===== src/rtl/usrt_tx_arbiter_if.sv =====
// Signal bundle between the byte requesters, the round-robin arbiter and the
// txshift serializer it shares. The arbiter is the slave side.
interface usrt_tx_arbiter_if #(
  parameter int NUM_REQ = 4
);
  logic [NUM_REQ-1:0]   i_Req;
  logic [8*NUM_REQ-1:0] i_Data;
  logic [NUM_REQ-1:0]   o_Grant;
  logic [NUM_REQ-1:0]   o_Ack;
  logic [NUM_REQ-1:0]   o_Err;
  logic                 o_Busy;
  logic                 o_Tx_Enable;
  logic [7:0]           o_Tx_Data;
  logic                 i_Tx_Pready;

  // Arbiter view: requests and serializer status in, grants and serializer controls out
  modport slave (
    input  i_Req, i_Data, i_Tx_Pready,
    output o_Grant, o_Ack, o_Err, o_Busy, o_Tx_Enable, o_Tx_Data
  );

  // Requester / serializer view of the same bundle
  modport master (
    output i_Req, i_Data, i_Tx_Pready,
    input  o_Grant, o_Ack, o_Err, o_Busy, o_Tx_Enable, o_Tx_Data
  );
endinterface


===== src/rtl/usrt_tx_arbiter.sv =====
// Round-robin arbiter sharing one txshift serializer between NUM_REQ byte
// requesters. A granted byte is latched and the serializer enable held until
// the Pready rising edge (Ack) or the watchdog expiring (Err), followed by a
// fixed enable-low gap before the next arbitration.
module usrt_tx_arbiter #(
  parameter int NUM_REQ        = 4,
  parameter int GAP_CYCLES     = 16,
  parameter int TIMEOUT_CYCLES = 65535
) (
  input  logic             i_Pclk,
  input  logic             i_Reset,
  usrt_tx_arbiter_if.slave bus
);

  localparam int          IDXW     = $clog2(NUM_REQ);
  localparam int          CW       = IDXW + 1;
  localparam int          GAP_EFF  = (GAP_CYCLES < 1) ? 1 : GAP_CYCLES;
  localparam logic [15:0] GAP_LAST = 16'(GAP_EFF - 1);
  localparam logic [15:0] TO_LAST  = 16'(TIMEOUT_CYCLES - 1);
  localparam bit          TO_EN    = (TIMEOUT_CYCLES != 0);

  typedef enum logic [1:0] {IDLE, BUSY, GAP} state_t;

  state_t             state_q, state_d;
  logic [IDXW-1:0]    ptr_q, ptr_d;
  logic [IDXW-1:0]    own_q, own_d;
  logic [7:0]         txData_q, txData_d;
  logic [NUM_REQ-1:0] ack_q, ack_d;
  logic [NUM_REQ-1:0] err_q, err_d;
  logic [15:0]        gapCnt_q, gapCnt_d;
  logic [15:0]        toCnt_q, toCnt_d;
  logic               preadyPrev_q;

  logic [IDXW-1:0]    selIdx;
  logic               selValid;
  logic [CW-1:0]      cand;
  logic [7:0]         selByte;
  logic [IDXW-1:0]    nextPtr;
  logic               preadyRise;
  logic               timeoutHit;

  // First pending request at or above the pointer, wrapping past NUM_REQ-1
  always_comb begin
    selValid = 1'b0;
    selIdx   = '0;
    cand     = '0;
    for (int i = 0; i < NUM_REQ; i++) begin
      cand = {1'b0, ptr_q} + CW'(i);
      if (cand >= CW'(NUM_REQ)) cand = cand - CW'(NUM_REQ);
      if (!selValid && bus.i_Req[cand[IDXW-1:0]]) begin
        selValid = 1'b1;
        selIdx   = cand[IDXW-1:0];
      end
    end
  end

  // Byte of the selected requester, pointer successor and frame-end conditions
  always_comb begin
    selByte = '0;
    for (int j = 0; j < NUM_REQ; j++) begin
      if (selIdx == IDXW'(j)) selByte = bus.i_Data[8*j +: 8];
    end
    nextPtr    = (own_q == IDXW'(NUM_REQ - 1)) ? '0 : own_q + IDXW'(1);
    preadyRise = bus.i_Tx_Pready & ~preadyPrev_q;
    timeoutHit = TO_EN && (toCnt_q == TO_LAST);
  end

  // State and datapath registers; reset drops the enable, cancelling any frame silently
  always_ff @(posedge i_Pclk) begin
    if (i_Reset) begin
      state_q      <= IDLE;
      ptr_q        <= '0;
      own_q        <= '0;
      txData_q     <= '0;
      ack_q        <= '0;
      err_q        <= '0;
      gapCnt_q     <= '0;
      toCnt_q      <= '0;
      preadyPrev_q <= 1'b0;
    end else begin
      state_q      <= state_d;
      ptr_q        <= ptr_d;
      own_q        <= own_d;
      txData_q     <= txData_d;
      ack_q        <= ack_d;
      err_q        <= err_d;
      gapCnt_q     <= gapCnt_d;
      toCnt_q      <= toCnt_d;
      preadyPrev_q <= bus.i_Tx_Pready;
    end
  end

  // Next state: arbitrate in IDLE, wait for Pready rise or watchdog in BUSY, count out GAP
  always_comb begin
    state_d  = state_q;
    ptr_d    = ptr_q;
    own_d    = own_q;
    txData_d = txData_q;
    ack_d    = '0;
    err_d    = '0;
    gapCnt_d = gapCnt_q;
    toCnt_d  = toCnt_q;
    unique case (state_q)
      IDLE: begin
        if (selValid) begin
          state_d  = BUSY;
          own_d    = selIdx;
          txData_d = selByte;
          toCnt_d  = '0;
        end
      end
      BUSY: begin
        toCnt_d = toCnt_q + 16'd1;
        if (preadyRise || timeoutHit) begin
          state_d  = GAP;
          ptr_d    = nextPtr;
          gapCnt_d = '0;
          if (preadyRise) ack_d[own_q] = 1'b1;
          else            err_d[own_q] = 1'b1;
        end
      end
      GAP: begin
        gapCnt_d = gapCnt_q + 16'd1;
        if (gapCnt_q == GAP_LAST) state_d = IDLE;
      end
      default: state_d = IDLE;
    endcase
  end

  // Outputs decoded from the registered state so they never glitch on input changes
  always_comb begin
    bus.o_Grant = '0;
    if (state_q == BUSY) bus.o_Grant[own_q] = 1'b1;
    bus.o_Tx_Enable = (state_q == BUSY);
    bus.o_Busy      = (state_q != IDLE);
    bus.o_Tx_Data   = txData_q;
    bus.o_Ack       = ack_q;
    bus.o_Err       = err_q;
  end

endmodule


===== src/flat_wrapper.sv =====
// flat-port wrapper written by rule: the top's interface ports become plain ports
module usrt_tx_arbiter_flat 
#(
  parameter int NUM_REQ        = 4,
  parameter int GAP_CYCLES     = 16,
  parameter int TIMEOUT_CYCLES = 65535
)
  (i_Pclk, i_Reset, bus_i_Req, bus_i_Data, bus_i_Tx_Pready, bus_o_Grant, bus_o_Ack, bus_o_Err, bus_o_Busy, bus_o_Tx_Enable, bus_o_Tx_Data);
  usrt_tx_arbiter_if #(.NUM_REQ(NUM_REQ)) bus_i ();
  input  logic i_Pclk;
  input  logic i_Reset;
  input wire logic [$bits(bus_i.i_Req)-1:0] bus_i_Req;
  input wire logic [$bits(bus_i.i_Data)-1:0] bus_i_Data;
  input wire logic [$bits(bus_i.i_Tx_Pready)-1:0] bus_i_Tx_Pready;
  output wire logic [$bits(bus_i.o_Grant)-1:0] bus_o_Grant;
  output wire logic [$bits(bus_i.o_Ack)-1:0] bus_o_Ack;
  output wire logic [$bits(bus_i.o_Err)-1:0] bus_o_Err;
  output wire logic [$bits(bus_i.o_Busy)-1:0] bus_o_Busy;
  output wire logic [$bits(bus_i.o_Tx_Enable)-1:0] bus_o_Tx_Enable;
  output wire logic [$bits(bus_i.o_Tx_Data)-1:0] bus_o_Tx_Data;
  assign bus_i.i_Req = bus_i_Req;
  assign bus_i.i_Data = bus_i_Data;
  assign bus_i.i_Tx_Pready = bus_i_Tx_Pready;
  assign bus_o_Grant = bus_i.o_Grant;
  assign bus_o_Ack = bus_i.o_Ack;
  assign bus_o_Err = bus_i.o_Err;
  assign bus_o_Busy = bus_i.o_Busy;
  assign bus_o_Tx_Enable = bus_i.o_Tx_Enable;
  assign bus_o_Tx_Data = bus_i.o_Tx_Data;
  usrt_tx_arbiter #(.NUM_REQ(NUM_REQ), .GAP_CYCLES(GAP_CYCLES), .TIMEOUT_CYCLES(TIMEOUT_CYCLES)) u_core (.i_Pclk(i_Pclk), .i_Reset(i_Reset), .bus(bus_i));
endmodule

===== config.mk =====
export PLATFORM = sky130hd
export DESIGN_NAME = usrt_tx_arbiter_flat
export DESIGN_NICKNAME = d
export VERILOG_FILES = /design/src/rtl/usrt_tx_arbiter_if.sv /design/src/rtl/usrt_tx_arbiter.sv /design/src/flat_wrapper.sv
export SDC_FILE = /design/constraint.sdc
export NUM_CORES = 1
export LEC_CHECK = 0
export BUFFER_PORTS_ARGS = -buffer_cell sky130_fd_sc_hd__buf_2
export CAP_MARGIN = 0
export CORE_MARGIN = 4
export CORE_UTILIZATION = 38
export DETAILED_ROUTE_END_ITERATION = 7
export PLACE_DENSITY = 0.66
export SLEW_MARGIN = 40
export SYNTH_ARGS = -nofsm -noshare
export SYNTH_HDL_FRONTEND = slang
export SYNTH_SLANG_ARGS = --single-unit

===== constraint.sdc =====
create_clock -name i_Pclk -period 1.76 [get_ports i_Pclk]
set_clock_uncertainty 0.1 [all_clocks]
set_input_delay 0.352 -clock i_Pclk [delete_from_list [all_inputs] [get_ports i_Pclk]]
set_output_delay 0.352 -clock i_Pclk [all_outputs]
set_load 0.1 [all_outputs]

**Word-level counts from Yosys, hierarchy flattened**

Cells that the tools add are included.

- Memory bits (read-only): 0
- Output and inout port bits: 22
- Memory bits (writable): 0
- Register bits: 55
- Bits in latches: 0
- Logic and storage cells: 101
- Memories: 0

- Div/mod/pow operators: 0
- Shift operators: 0
- Bitwise operators: 5
- Magnitude comparators: 10
- Equal/unequal tests: 11
- Mux-type cells: 36
- $add $sub $neg: 10
- Reductions and logical operators: 20
- Multipliers: 0

Operators by type and width:

| cell | count |
|---|---|
| one-hot mux 16 bit (2 select lines) | 2 |
| adder 16 x 1 -> 16 bit, second input constant | 2 |
| two-way mux 16 bit | 2 |
| two-way mux 8 bit | 4 |
| two-way mux 2 bit | 12 |
| equality test 16 bit, second input constant | 1 |
| equality test 16 x 4 -> 1 bit, second input constant | 1 |
| < comparator 2 x 3 -> 1 bit, second input constant | 5 |
| >= comparator 3 bit, second input constant | 3 |
| two-way mux 1 bit | 9 |
| binary-select mux 1 bit (select 2 bit) | 4 |
| equality test 2 bit, second input constant | 4 |
| AND reduction 2 bit | 4 |
| OR reduction 4 bit | 2 |
| subtractor 2 x 1 -> 2 bit, second input constant | 4 |
| adder 2 x 2 -> 3 bit, second input constant | 2 |
| != test 2 x 1 -> 1 bit, second input constant | 3 |
| one-hot mux 2 bit (3 select lines) | 1 |
| nonzero test 2 bit | 3 |
| equality test 2 x 1 -> 1 bit, second input constant | 2 |
| logical AND 1 bit | 4 |
| logical NOT 2 bit | 2 |
| two-way mux 4 bit | 1 |
| inverter 1 bit | 4 |
| other kinds (9) | 11 |

**Depth between registers and ports, before layout**

Gate-level depths: netlist (run 1).

- Depth in word-level cells: 19
- Gate-level depth with buffers: 8
- Depth with buffers taken out: 7

**Worst setup path before layout (run 1)**

Ideal clock, no wire load.

- Path type: reg2out
- From: register u_core.state_q[1]
- To: output bus_o_Grant[0]
- Required time: 1308 ps
- Arrival time: 2551 ps
- Slack: -1243 ps
- Cell stages (with the launch flop): 6
- Buffers on the path: 2
- Cells stage by stage: dfxtp_1 -> nand2b_1 -> buf_4 -> inv_2 -> clkbuf_1 -> and2_1

- Cells in the longest elaborated chain, start to end: 2

RTL lines:

| what | line | RTL |
|---|---|---|
| start: declaration | usrt_tx_arbiter.sv:24 | `state_t state_q, state_d;` |
| start signal: assignment | usrt_tx_arbiter.sv:81 | `state_q <= state_d;` |
| equality test 2 x 1 -> 1 bit | n/a |  |
| via bus_o_Tx_Enable | flat_wrapper.sv:19 | `output wire logic [$bits(bus_i.o_Tx_Enable)-1:0] bus_o_Tx_Enable;` |
| two-way mux 4 bit | usrt_tx_arbiter.sv:133 | `if (state_q == BUSY) bus.o_Grant[own_q] = 1'b1;` |
| end: declaration | flat_wrapper.sv:15 | `output wire logic [$bits(bus_i.o_Grant)-1:0] bus_o_Grant;` |

The timed path passes the listed nets, and every way through them passes these cells.

**Final worst setup path (run 1)**

- From: register u_core.toCnt_q[0]
- To: register u_core.ptr_q[0]

- Cells in the longest elaborated chain, start to end: 3

RTL lines:

| what | line | RTL |
|---|---|---|
| start: declaration | usrt_tx_arbiter.sv:31 | `logic [15:0] toCnt_q, toCnt_d;` |
| start signal: assignment | usrt_tx_arbiter.sv:88 | `toCnt_q <= toCnt_d;` |
| equality test 16 bit | usrt_tx_arbiter.sv:65 | `timeoutHit = TO_EN && (toCnt_q == TO_LAST);` |
| logical OR 1 bit | usrt_tx_arbiter.sv:114 | `if (preadyRise \|\| timeoutHit) begin` |
| AND reduction 2 bit (no source line) | n/a |  |
| end signal: assignment | usrt_tx_arbiter.sv:82 | `ptr_q <= ptr_d;` |
| end: declaration | usrt_tx_arbiter.sv:25 | `logic [IDXW-1:0] ptr_q, ptr_d;` |

No other way between the ends.
A chain may end at the register's enable or synchronous reset.

==> results of run 1 <==
[critical path: cells and delay by family, from the launching register on]
kind	cells	cell delay [ns]
compound gates	2	0.29
buf+inv	1	0.06
fa+ha+maj	1	0.12
flops	1	0.34
simple gates	3	0.79
[layout make-up]
type / instances / area (um2) / share of cell area, %
tap: 96 / 120 / 3.15
multi-input combinational: 237 / 1640 / 42.9
inverter: 12 / 47.5 / 1.25
sequential: 55 / 1110 / 29.2
timing repair buffer: 107 / 779 / 20.5
clock inverter: 3 / 46.3 / 1.21
clock buffer: 5 / 68.8 / 1.81
[cells in the mapped netlist (all sizes together), types with 7 or more instances]
cell	instances
nand4	15
clkbuf	10
inv	12
mux2i	20
dfxtp	55
nand3	13
o221ai	8
nand2b	7
nor3	9
ha	7
a21oi	25
nand2	25
and2	13
nor2	29
[power groups by stage]
stage,Clock [mW],Combinational [mW],Sequential (mW)
2_1_floorplan,0,0.330,1.54
3_3_place_gp,0,0.784,1.34
3_5_place_dp,0,0.789,1.34
4_1_cts,0.882,0.819,1.32
5_1_grt,0.937,0.886,1.33
6_report,0.863,0.839,1.32
[path summary, 6_finish.rpt]
path	endpoint	slack [ns]	cells after the start
worst max-delay path	u_core.ptr_q[0]	-0.008	7
worst min-delay path	u_core.preadyPrev_q	0.18	2
worst max register to register	u_core.ptr_q[0]	-0.008	7
worst min register to register	u_core.bus.o_Tx_Data[1]	0.38	2
[placed cells by master, fill, tap and decap left out, drive strengths merged, types with 4 or more instances in the layout]
cell type	Yosys	layout
o31ai	6	6
o221ai	8	8
a31oi	6	6
inv	12	13
nor3	9	9
a21oi	25	25
nor2	29	29
nand2b	7	7
or2	4	4
nand3	13	13
buf	6	107
clkbuf	10	5
nor4	4	4
nand4	15	15
dfxtp	55	55
mux2i	20	20
nor2b	4	4
or4	5	5
ha	7	7
o21ai	6	6
or3	4	4
nand2	25	25
xnor2	4	4
and2	13	13
[metal layers]
metal  global-route usage (%)  up-vias
met5                        0        -
met4                     4.88        0
met3                     2.57        8
met2                     27.1       57
met1                     20.4     1237
li1                         -     1358
[through the flow]
step           total power [mW]  setup TNS (ns)
3_3_place_gp               2.13          -0.165
6_report                   3.02        -0.00794
5_1_grt                    3.15          -0.550
3_5_place_dp               2.13          -0.466
4_1_cts                    3.02        -0.00693
2_1_floorplan              1.87               0
[cell families (layout without fill, tap and decap cells)]
logic type | count (synthesis) | after routing
xor+xnor | 5 | 5
fa+ha+maj | 7 | 7
mux | 23 | 23
simple gates | 140 | 140
buf+inv | 28 | 127
flops | 55 | 55
compound gates | 62 | 62
[sequential cells by signal, indices dropped and copies added, names as in the netlist]
name and cells:
u_core.gapCnt_q 16, u_core.bus.o_Tx_Data 8, u_core.preadyPrev_q 1, u_core.own_q 2
u_core.bus.o_Err 4, u_core.ptr_q 2, u_core.bus.o_Ack 4, u_core.state_q 2
u_core.toCnt_q 16
[timing repair]
action,CTS,global route
gates resized for setup,7,26
setup buffers,6,2
pin swaps,0,1
setup endpoints to repair,6,39
hold endpoints to repair,0,0
==> reports/qor.csv, run 1 <==
stage;metric;value;unit
yosys;post-synth top area cell;dfxtp_1;
yosys;fraction of synthesis flops using an asynchronous set or reset pin;0;%
clock_network;clk slew on worst S/H paths;0.11;ns
route;remaining antenna violation count after routing;0;
placement;GPL Wtd Cong;0.882;
layout;post-route cell area;3810;um2
timing;final setup margin;-0.00794;ns
route;Pre-Repair DR Iteration Count;4;
power;Peak VDD IR;0.303;mV
global_route;GRT Overall Usage;15.8;%
yosys;Synth area leaders;dfxtp_1 (40%), mux2i_1 (7.3%), a21oi_1 (4.4%), nor2_1 (4.0%), nand2_1 (3.4%);
clock_network;CTS tree;built;
yosys;Top FF cell, synth;dfxtp_1;
clock_network;CTS max path bufs;2;
power;sequential cell fraction of total power;43.7;%
route;vias after detailed routing;2660;
timing;Final setup viols;1;
timing;Pins Over Slew Limit;0;
floorplanning;core area;6910;um2
placement;setup slack at placement;-0.0530;ns
timing;Min Hold Slack;0.183;ns
yosys;number of synthesized flops with an enable pin;0;
setup_path;crit path from;u_core.toCnt_q[0];
global_route;vias in the first global route;2517;
setup_path;critical path class;register to register;
setup_path;CP max stage delay;0.35;ns
floorplanning;DIE AREA;8660;um2
placement;Placed Cells;499;
clock_network;clk_lat worst skew;0.31;ns
timing;FMAX;0.566;GHz
layout;P&R area growth vs syn;38.6;%
floorplanning;initial core utilization;39.8;%
yosys;Compound-Gate Fraction of Synth Area;14.8;%
yosys;register area share after synthesis;40.1;%
yosys;post-synthesis average cell area;8.59;um2
yosys;cell count after synthesis;320;
route;drt initial violations;92;
setup_path;crit path max-delay cell type;or3_4;
power;LEAKAGE;1.53;nW
timing;relative slew slack;67.0;%
route;Total Routed Length;7030;um
clock_network;Post-CTS Hold Buffers;0;
global_route;GRT overflow;0;
yosys;Synth cell types;44;
yosys;xor and xnor area share after synthesis;1.59;%
floorplanning;IO Pins;61;
power;power per cell area;793;nW/um2
route;wire length on met2;3620;um
layout;Ant. Diodes;0;
global_route;initial antenna violation count;0;
layout;Filler Cell Count;632;
yosys;YS warnings;0;
clock_network;CTS Buf Count;5;
setup_path;CP Capture Type;register;
outcome;failing checks;setup timing;
route;WL/cell;13.6;um
outcome;outcome;complete, but fails checks;
yosys;post-synthesis mux area share;8.51;%
route;vias per cell;5.17;
floorplanning;row count;30;
power;clock power share;28.6;%
placement;input/output buffers;60;
placement;HPWL reported at the end of detailed placement;5120;um
power;Comb power frac;27.8;%
route;Remaining DRCs;0;
setup_path;crit path DAT;1.92;ns
hold_path;min-delay src;bus_i_Tx_Pready;
run;Max-Cap Viols;0;
layout;Nets;464;
layout;final core occ;55.2;%
setup_path;CP Data Required Time;1.91;ns
clock_network;root buffer cell;clkbuf_8;
power;Net Sw Power;1.01;mW
timing;RSZ-0062 raised after global routing;yes;
timing;worst-margin pin slew;0.498;ns
clock_network;clock sinks;55;
floorplanning;Die Width;93.1;um
power;switch share;33.3;%
setup_path;kind of start point of the critical path;register;
yosys;Synthesized Nets;366;
setup_path;CP max FO;6;
yosys;synthesis-stage register bit count;55;
timing;final period utilization;100;%
layout;share of post-route cells with drive strength above 1;38.7;%
route;Highest Signal Layer;met4;
yosys;Synth Area in Adders;3.19;%
floorplanning;Die H;93.1;um
global_route;largest net degree at the start of global routing;41;
hold_path;hold crit path type;input port to register;
timing;minimum clock period;1.77;ns
layout;filler-free cell count of the finished design;515;
yosys;share of the synthesized area in the top cell type;40.1;%
timing;Final Hold Viols;0;
yosys;Synth Area in Simple Gates;27.6;%
route;WL met1;3080;um
yosys;largest family of logic cells by synthesized area;simple AND/OR/NAND/NOR gates;
yosys;Post-Syn Area;2750;um2
clock_network;H-tree Lvls;2;
route;DR WL met3;243;um
power;internal power;2.02;mW
global_route;first-pass GRT wire length;11400;um
setup_path;R2R Path Start;u_core.toCnt_q[0];
setup_path;CP Cell Sequence;inv_2, ha_4, nand4_1, nor4_4, a21oi_4, or3_4, a21oi_2;
placement;dpl cell area;3530;um2
Power figures use the tool's default switching activity.
==> inputs of run 2 (changes only) <==
CTS_BUF_LIST = sky130_fd_sc_hd__clkbuf_2 sky130_fd_sc_hd__clkbuf_4 sky130_fd_sc_hd__clkbuf_8   (was unset)
MAX_ROUTING_LAYER = met4   (was unset)
==> run 2 against run 1 <==
  * The run still ends with setup timing left
  * Routed wire length hardly changed
  * Global-route usage is 0.45 points higher
  * Register-to-register slack hardly changed
  * Final area hardly changed
  * Cell count stayed put
  * Total power is 0.15% higher
  * Highest routed layer unchanged
==> reports/qor.csv, run 2 (synthesis results as in run 1) <==
stage;metric;value;unit;change
outcome;outcome;complete, but fails checks;;unchanged
outcome;failing checks;setup timing;;unchanged
global_route;met2 Use GR;27.0;%;was 27.1%
placement;GPL Wtd Cong;0.897;;was 0.882
global_route;GRT overflow;0;;unchanged
power;Comb power frac;27.7;%;was 27.8%
layout;Ant. Diodes;0;;unchanged
route;remaining antenna violation count after routing;0;;unchanged
layout;post-route cell area;3810;um2;about the same
setup_path;critical path class;register to register;;unchanged
route;vias after detailed routing;2654;;was 2660
global_route;first-pass GRT wire length;11400;um;about the same
global_route;met3 Usage GRT;2.57;%;unchanged
setup_path;CP Data Required Time;1.91;ns;about the same
timing;Pins Over Slew Limit;0;;unchanged
setup_path;kind of start point of the critical path;register;;unchanged
floorplanning;DIE AREA;8660;um2;unchanged
layout;most frequent cells in the layout;buf_2 (54), dfxtp_1 (45), buf_4 (43);;unchanged
global_route;gr busiest metal;met2;;unchanged
timing;RSZ-0062 raised after global routing;yes;;unchanged
layout;share of post-route cells with drive strength above 1;38.9;%;was 38.7%
timing;FMAX;0.566;GHz;about the same
global_route;GRT Overall Usage;16.3;%;was 15.8%
run;Max-Cap Viols;0;;unchanged
floorplanning;Die H;93.1;um;unchanged
placement;dpl cell area;3530;um2;unchanged
floorplanning;Die Width;93.1;um;unchanged
global_route;vias in the first global route;2516;;was 2517
global_route;largest net degree at the start of global routing;41;;unchanged
clock_network;Post-CTS Hold Buffers;0;;unchanged
timing;worst-margin pin slew;0.498;ns;unchanged
clock_network;H-tree Lvls;2;;unchanged
timing;Final setup viols;1;;unchanged
power;switch share;33.4;%;was 33.3%
setup_path;CP max FO;6;;unchanged
placement;setup slack at placement;-0.0530;ns;unchanged
placement;HPWL reported at the end of detailed placement;5120;um;unchanged
clock_network;CTS Buf Count;5;;unchanged
floorplanning;IO Pins;61;;unchanged
floorplanning;row count;30;;unchanged
timing;Final Hold Viols;0;;unchanged
floorplanning;core area;6910;um2;unchanged
clock_network;CTS tree;built;;unchanged
setup_path;crit path DAT;1.92;ns;about the same
placement;input/output buffers;60;;unchanged
route;Pre-Repair DR Iteration Count;5;;was 4
setup_path;CP max stage delay;0.35;ns;about the same
power;internal power;2.02;mW;about the same
power;sequential cell fraction of total power;43.6;%;was 43.7%
layout;Filler Cell Count;632;;unchanged
clock_network;root buffer cell;clkbuf_8;;unchanged
clock_network;clk slew on worst S/H paths;0.11;ns;about the same
clock_network;clock sinks;55;;unchanged
layout;multi-input logic area;1640;um2;about the same
route;Remaining DRCs;0;;unchanged
route;WL/cell;13.6;um;about the same
timing;final period utilization;100;%;about the same
layout;Nets;464;;unchanged
global_route;initial antenna violation count;0;;unchanged
clock_network;clk_lat worst skew;0.31;ns;about the same
layout;commonest non-fill, non-tap cell in the layout;buf_2;;unchanged
hold_path;hold crit path type;input port to register;;unchanged
route;drt initial violations;103;;was 92
power;power per cell area;793;nW/um2;about the same
clock_network;CTS max path bufs;2;;unchanged
setup_path;CP Capture Type;register;;unchanged
route;Total Routed Length;7020;um;was 7030 um
timing;setup TNS;-0.00781;ns;was -0.00794 ns
route;vias per cell;5.15;;was 5.17
timing;Min Hold Slack;0.184;ns;was 0.183 ns
setup_path;crit path max-delay cell type;or3_4;;unchanged
layout;register area;1110;um2;unchanged
setup_path;CP Cell Sequence;inv_2, ha_4, nand4_1, nor4_4, a21oi_4, or3_4, a21oi_2;;unchanged
power;clock power share;28.7;%;was 28.6%
floorplanning;initial core utilization;39.8;%;unchanged
global_route;Global Route met1 Usage;20.5;%;was 20.4%
timing;minimum clock period;1.77;ns;about the same
power;Net Sw Power;1.01;mW;about the same
timing;final setup margin;-0.00781;ns;was -0.00794 ns
power;Peak VDD IR;0.303;mV;about the same
timing;relative slew slack;67.0;%;unchanged
power;LEAKAGE;1.53;nW;about the same
layout;P&R area growth vs syn;38.8;%;was 38.6%
-- run 2: metrics by stage --
step | cells | util, % | total power [mW]
floorplan | 320 | - | 1.87
global placement | 499 | 51.1 | 2.13
detailed placement | 499 | 51.1 | 2.13
CTS | 513 | 53.6 | 3.02
global route | 515 | 55.2 | 3.15
finish | 515 | 55.2 | 3.03
-- run 2: final timing paths --
check,cells past startpoint,endpoint,startpoint,slack [ns]
max reg2reg,7,u_core.ptr_q[0],u_core.toCnt_q[0],-0.008
max,7,u_core.ptr_q[0],u_core.toCnt_q[0],-0.008
min,2,u_core.preadyPrev_q,bus_i_Tx_Pready,0.18
min reg2reg,2,u_core.bus.o_Tx_Data[1],u_core.bus.o_Tx_Data[1],0.38
-- run 2: repair_timing --
action | in CTS | in global routing
endpoints found under the setup margin | 6 | 39
pin swaps | 0 | 2
resized for setup | 7 | 28
setup buffers | 6 | 2
-- run 2: per-layer routing --
metal | share of wire, % | vias to the layer above
met5 | 0 | -
met4 | 1.1 | 0
met3 | 2.8 | 6
met2 | 52 | 46
met1 | 44 | 1242
li1 | - | 1360
-- run 2: power groups by stage --
stage | Combinational, mW | Clock (mW) | Sequential, mW
after floorplan | 0.330 | 0 | 1.54
after global placement | 0.784 | 0 | 1.34
after detailed placement | 0.789 | 0 | 1.34
after CTS | 0.819 | 0.882 | 1.32
after global routing | 0.886 | 0.937 | 1.33
final | 0.839 | 0.868 | 1.32
-- run 2: worst max-delay path: cells and delay by family (launching register included) --
kind            cells  cell delay (ns)
compound gates      2             0.29
flops               1             0.34
simple gates        3             0.79
buf+inv             1             0.06
fa+ha+maj           1             0.12
-- run 2: area by class of cell --
cell class | instances | share of cell area [%]
clock inverters | 3 | 1.21
multi-input cells | 237 | 43.0
clock buffers | 5 | 1.80
well taps | 96 | 3.15
flip-flops and latches | 55 | 29.2
inverters | 12 | 1.25
repair buffers | 107 | 20.4
==> inputs of run 3 (changes only) <==
PLACE_DENSITY = 0.68   (was 0.66)
==> run 3 against run 2 <==
  * The flow now finishes without violations
  * Sequential cell count did not move
  * Via count fell by 0.41%
  * Die area did not move
  * Non-clock buffer count fell by 8
  * Largest cell class unchanged
==> reports/qor.csv, run 3 (synthesis results as in run 1) <==
stage;metric;value;unit;change
floorplanning;Die Width;93.1;um;unchanged
clock_network;CTS max path bufs;2;;unchanged
layout;P&R area growth vs syn;34.9;%;was 38.8%
setup_path;CP max stage delay;0.42;ns;was 0.35 ns
global_route;vias in the first global route;2476;;was 2516
timing;Min Hold Slack;0.232;ns;was 0.184 ns
setup_path;CP max FO;6;;unchanged
global_route;gr busiest metal;met2;;unchanged
clock_network;CTS Buf Count;5;;unchanged
timing;minimum clock period;1.74;ns;was 1.77 ns
run;Max-Cap Viols;0;;unchanged
global_route;largest net degree at the start of global routing;25;;was 41
floorplanning;DIE AREA;8660;um2;unchanged
global_route;first-pass GRT wire length;11400;um;about the same
clock_network;clk slew on worst S/H paths;0.10;ns;was 0.11 ns
timing;Pins Over Slew Limit;0;;unchanged
setup_path;crit path DAT;1.89;ns;was 1.92 ns
floorplanning;IO Pins;61;;unchanged
setup_path;kind of start point of the critical path;register;;unchanged
floorplanning;Die H;93.1;um;unchanged
layout;filler-free cell count of the finished design;507;;was 515
setup_path;CP Data Required Time;1.91;ns;about the same
clock_network;clk_lat worst skew;0.31;ns;about the same
setup_path;R2R Setup Slk;0.02;ns;was -0.008 ns
setup_path;Reg2Reg Depth;5;;was 7
global_route;met2 Use GR;26.5;%;was 27.0%
placement;Placed Cells;493;;was 499
timing;setup TNS;0;ns;was -0.00781 ns
clock_network;clock sinks;55;;unchanged
global_route;GRT Overall Usage;16.4;%;was 16.3%
placement;HPWL reported at the end of detailed placement;5170;um;was 5120 um
route;drt initial violations;139;;was 103
power;Peak VDD IR;0.352;mV;was 0.303 mV
floorplanning;core area;6910;um2;unchanged
layout;Ant. Diodes;0;;unchanged
route;Total Routed Length;6920;um;was 7020 um
layout;final core occ;53.7;%;was 55.2%
clock_network;H-tree Lvls;2;;unchanged
placement;input/output buffers;60;;unchanged
timing;final period utilization;98.9;%;was 100%
timing;RSZ-0062 raised after global routing;yes;;unchanged
route;vias per cell;5.21;;was 5.15
floorplanning;row count;30;;unchanged
layout;share of post-route cells with drive strength above 1;37.7;%;was 38.9%
layout;Nets;456;;was 464
timing;final setup margin;0.0191;ns;was -0.00781 ns
placement;GPL Wtd Cong;0.876;;was 0.897
floorplanning;initial core utilization;39.8;%;unchanged
hold_path;hold crit path type;input port to register;;unchanged
hold_path;min-delay src;bus_i_Tx_Pready;;unchanged
layout;most frequent cells in the layout;buf_2 (54), dfxtp_1 (41), buf_4 (36);;was buf_2 (54), dfxtp_1 (45), buf_4 (43)
route;vias after detailed routing;2643;;was 2654
timing;Final Hold Viols;0;;unchanged
global_route;initial antenna violation count;0;;unchanged
setup_path;R2R Path Start;u_core.gapCnt_q[4];;was u_core.toCnt_q[0]
placement;setup slack at placement;-0.0114;ns;was -0.0530 ns
route;WL/cell;13.6;um;about the same
clock_network;root buffer cell;clkbuf_8;;unchanged
setup_path;RR Endpoint;u_core.gapCnt_q[12];;was u_core.ptr_q[0]
timing;worst-margin pin slew;0.496;ns;was 0.498 ns
layout;commonest non-fill, non-tap cell in the layout;buf_2;;unchanged
outcome;outcome;finished, final reports clean;;was complete, but fails checks
route;Pre-Repair DR Iteration Count;4;;was 5
timing;FMAX;0.574;GHz;was 0.566 GHz
route;Remaining DRCs;0;;unchanged
hold_path;Hold EP;u_core.preadyPrev_q;;unchanged
setup_path;CP Capture Type;register;;unchanged
global_route;GRT overflow;0;;unchanged
power;power per cell area;764;nW/um2;was 793 nW/um2
route;remaining antenna violation count after routing;0;;unchanged
hold_path;worst hold path cell count;2;;unchanged
timing;Final setup viols;0;;was 1
power;LEAKAGE;1.48;nW;was 1.53 nW
clock_network;CTS tree;built;;unchanged
global_route;met3 Usage GRT;2.82;%;was 2.57%
setup_path;crit path max-delay cell type;dfxtp_1;;was or3_4
timing;relative slew slack;67.2;%;was 67.0%
setup_path;CP Cell Sequence;nand4_1, nor4_2, xnor2_1, or2_2, a21oi_1;;was inv_2, ha_4, nand4_1, nor4_4, a21oi_4, or3_4, a21oi_2
setup_path;critical path class;register to register;;unchanged
clock_network;Post-CTS Hold Buffers;0;;unchanged
global_route;Global Route met1 Usage;20.9;%;was 20.5%
-- run 3: cell types whose count changed in the layout (fill, tap and decap cells not counted), sizes merged --
| cell | before | now |
|---|---|---|
| buf | 107 | 99 |
| clkbuf | 5 | 7 |
| bufinv | 1 | 0 |
| clkinv | 0 | 1 |
| clkinvlp | 1 | 0 |
| inv | 13 | 12 |
-- run 3: repair_timing --
item,4_1_cts,5_1_grt
cloned,0,0
endpoints found under the setup margin,8,46
resized for setup,8,27
buffers inserted,5,2
pin swaps,4,4
hold endpoints to repair,0,0
-- run 3: power breakdown --
part	switching [mW]	internal, mW	leakage [nW]
Clock	0.392	0.311	0.0491
Sequential	0.0278	1.29	0.453
Combinational	0.535	0.277	0.981
Total	0.955	1.88	1.48
-- run 3: cell type report --
class	instances	area, um2
Sequential cell	55	1120
Timing Repair Buffer	99	712
Clock inverter	1	5.00
Inverter	12	47.5
Tap cell	96	120
Fill cell	662	3200
Clock buffer	7	83.8
Multi-Input combinational cell	237	1620
-- run 3: how the worst max path moves through the flow --
stage                       start                      end  slack, ns  cells after the start
2_1_floorplan   u_core.state_q[1]           bus_o_Grant[0]      0.007                      5
3_3_place_gp         bus_i_Req[2]  u_core.bus.o_Tx_Data[7]       0.04                      6
3_5_place_dp    u_core.toCnt_q[0]       u_core.gapCnt_q[7]      -0.01                      7
4_1_cts         u_core.toCnt_q[0]          u_core.ptr_q[0]      -0.03                      7
5_1_grt        u_core.gapCnt_q[4]      u_core.gapCnt_q[12]      -0.06                      5
6_report       u_core.gapCnt_q[4]      u_core.gapCnt_q[12]       0.02                      5
-- run 3: per-stage QoR --
step	total power, mW	cell area (um2)
after floorplan	1.87	2770
after global placement	2.11	3470
after detailed placement	2.12	3470
after CTS	2.85	3630
after global routing	2.97	3710
final	2.83	3710
-- run 3: critical path: cells and delay by family, from the launching register on --
family	cells	cell delay (ns)
flops	1	0.42
simple gates	3	0.94
xor+xnor	1	0.10
compound gates	1	0.12
-- run 3: per-layer routing --
layer / up-vias / part of all wire, %
li1: 1338 / -
met1: 1242 / 45
met2: 52 / 50
met5: - / 0
met3: 11 / 3.4
met4: 0 / 1.6
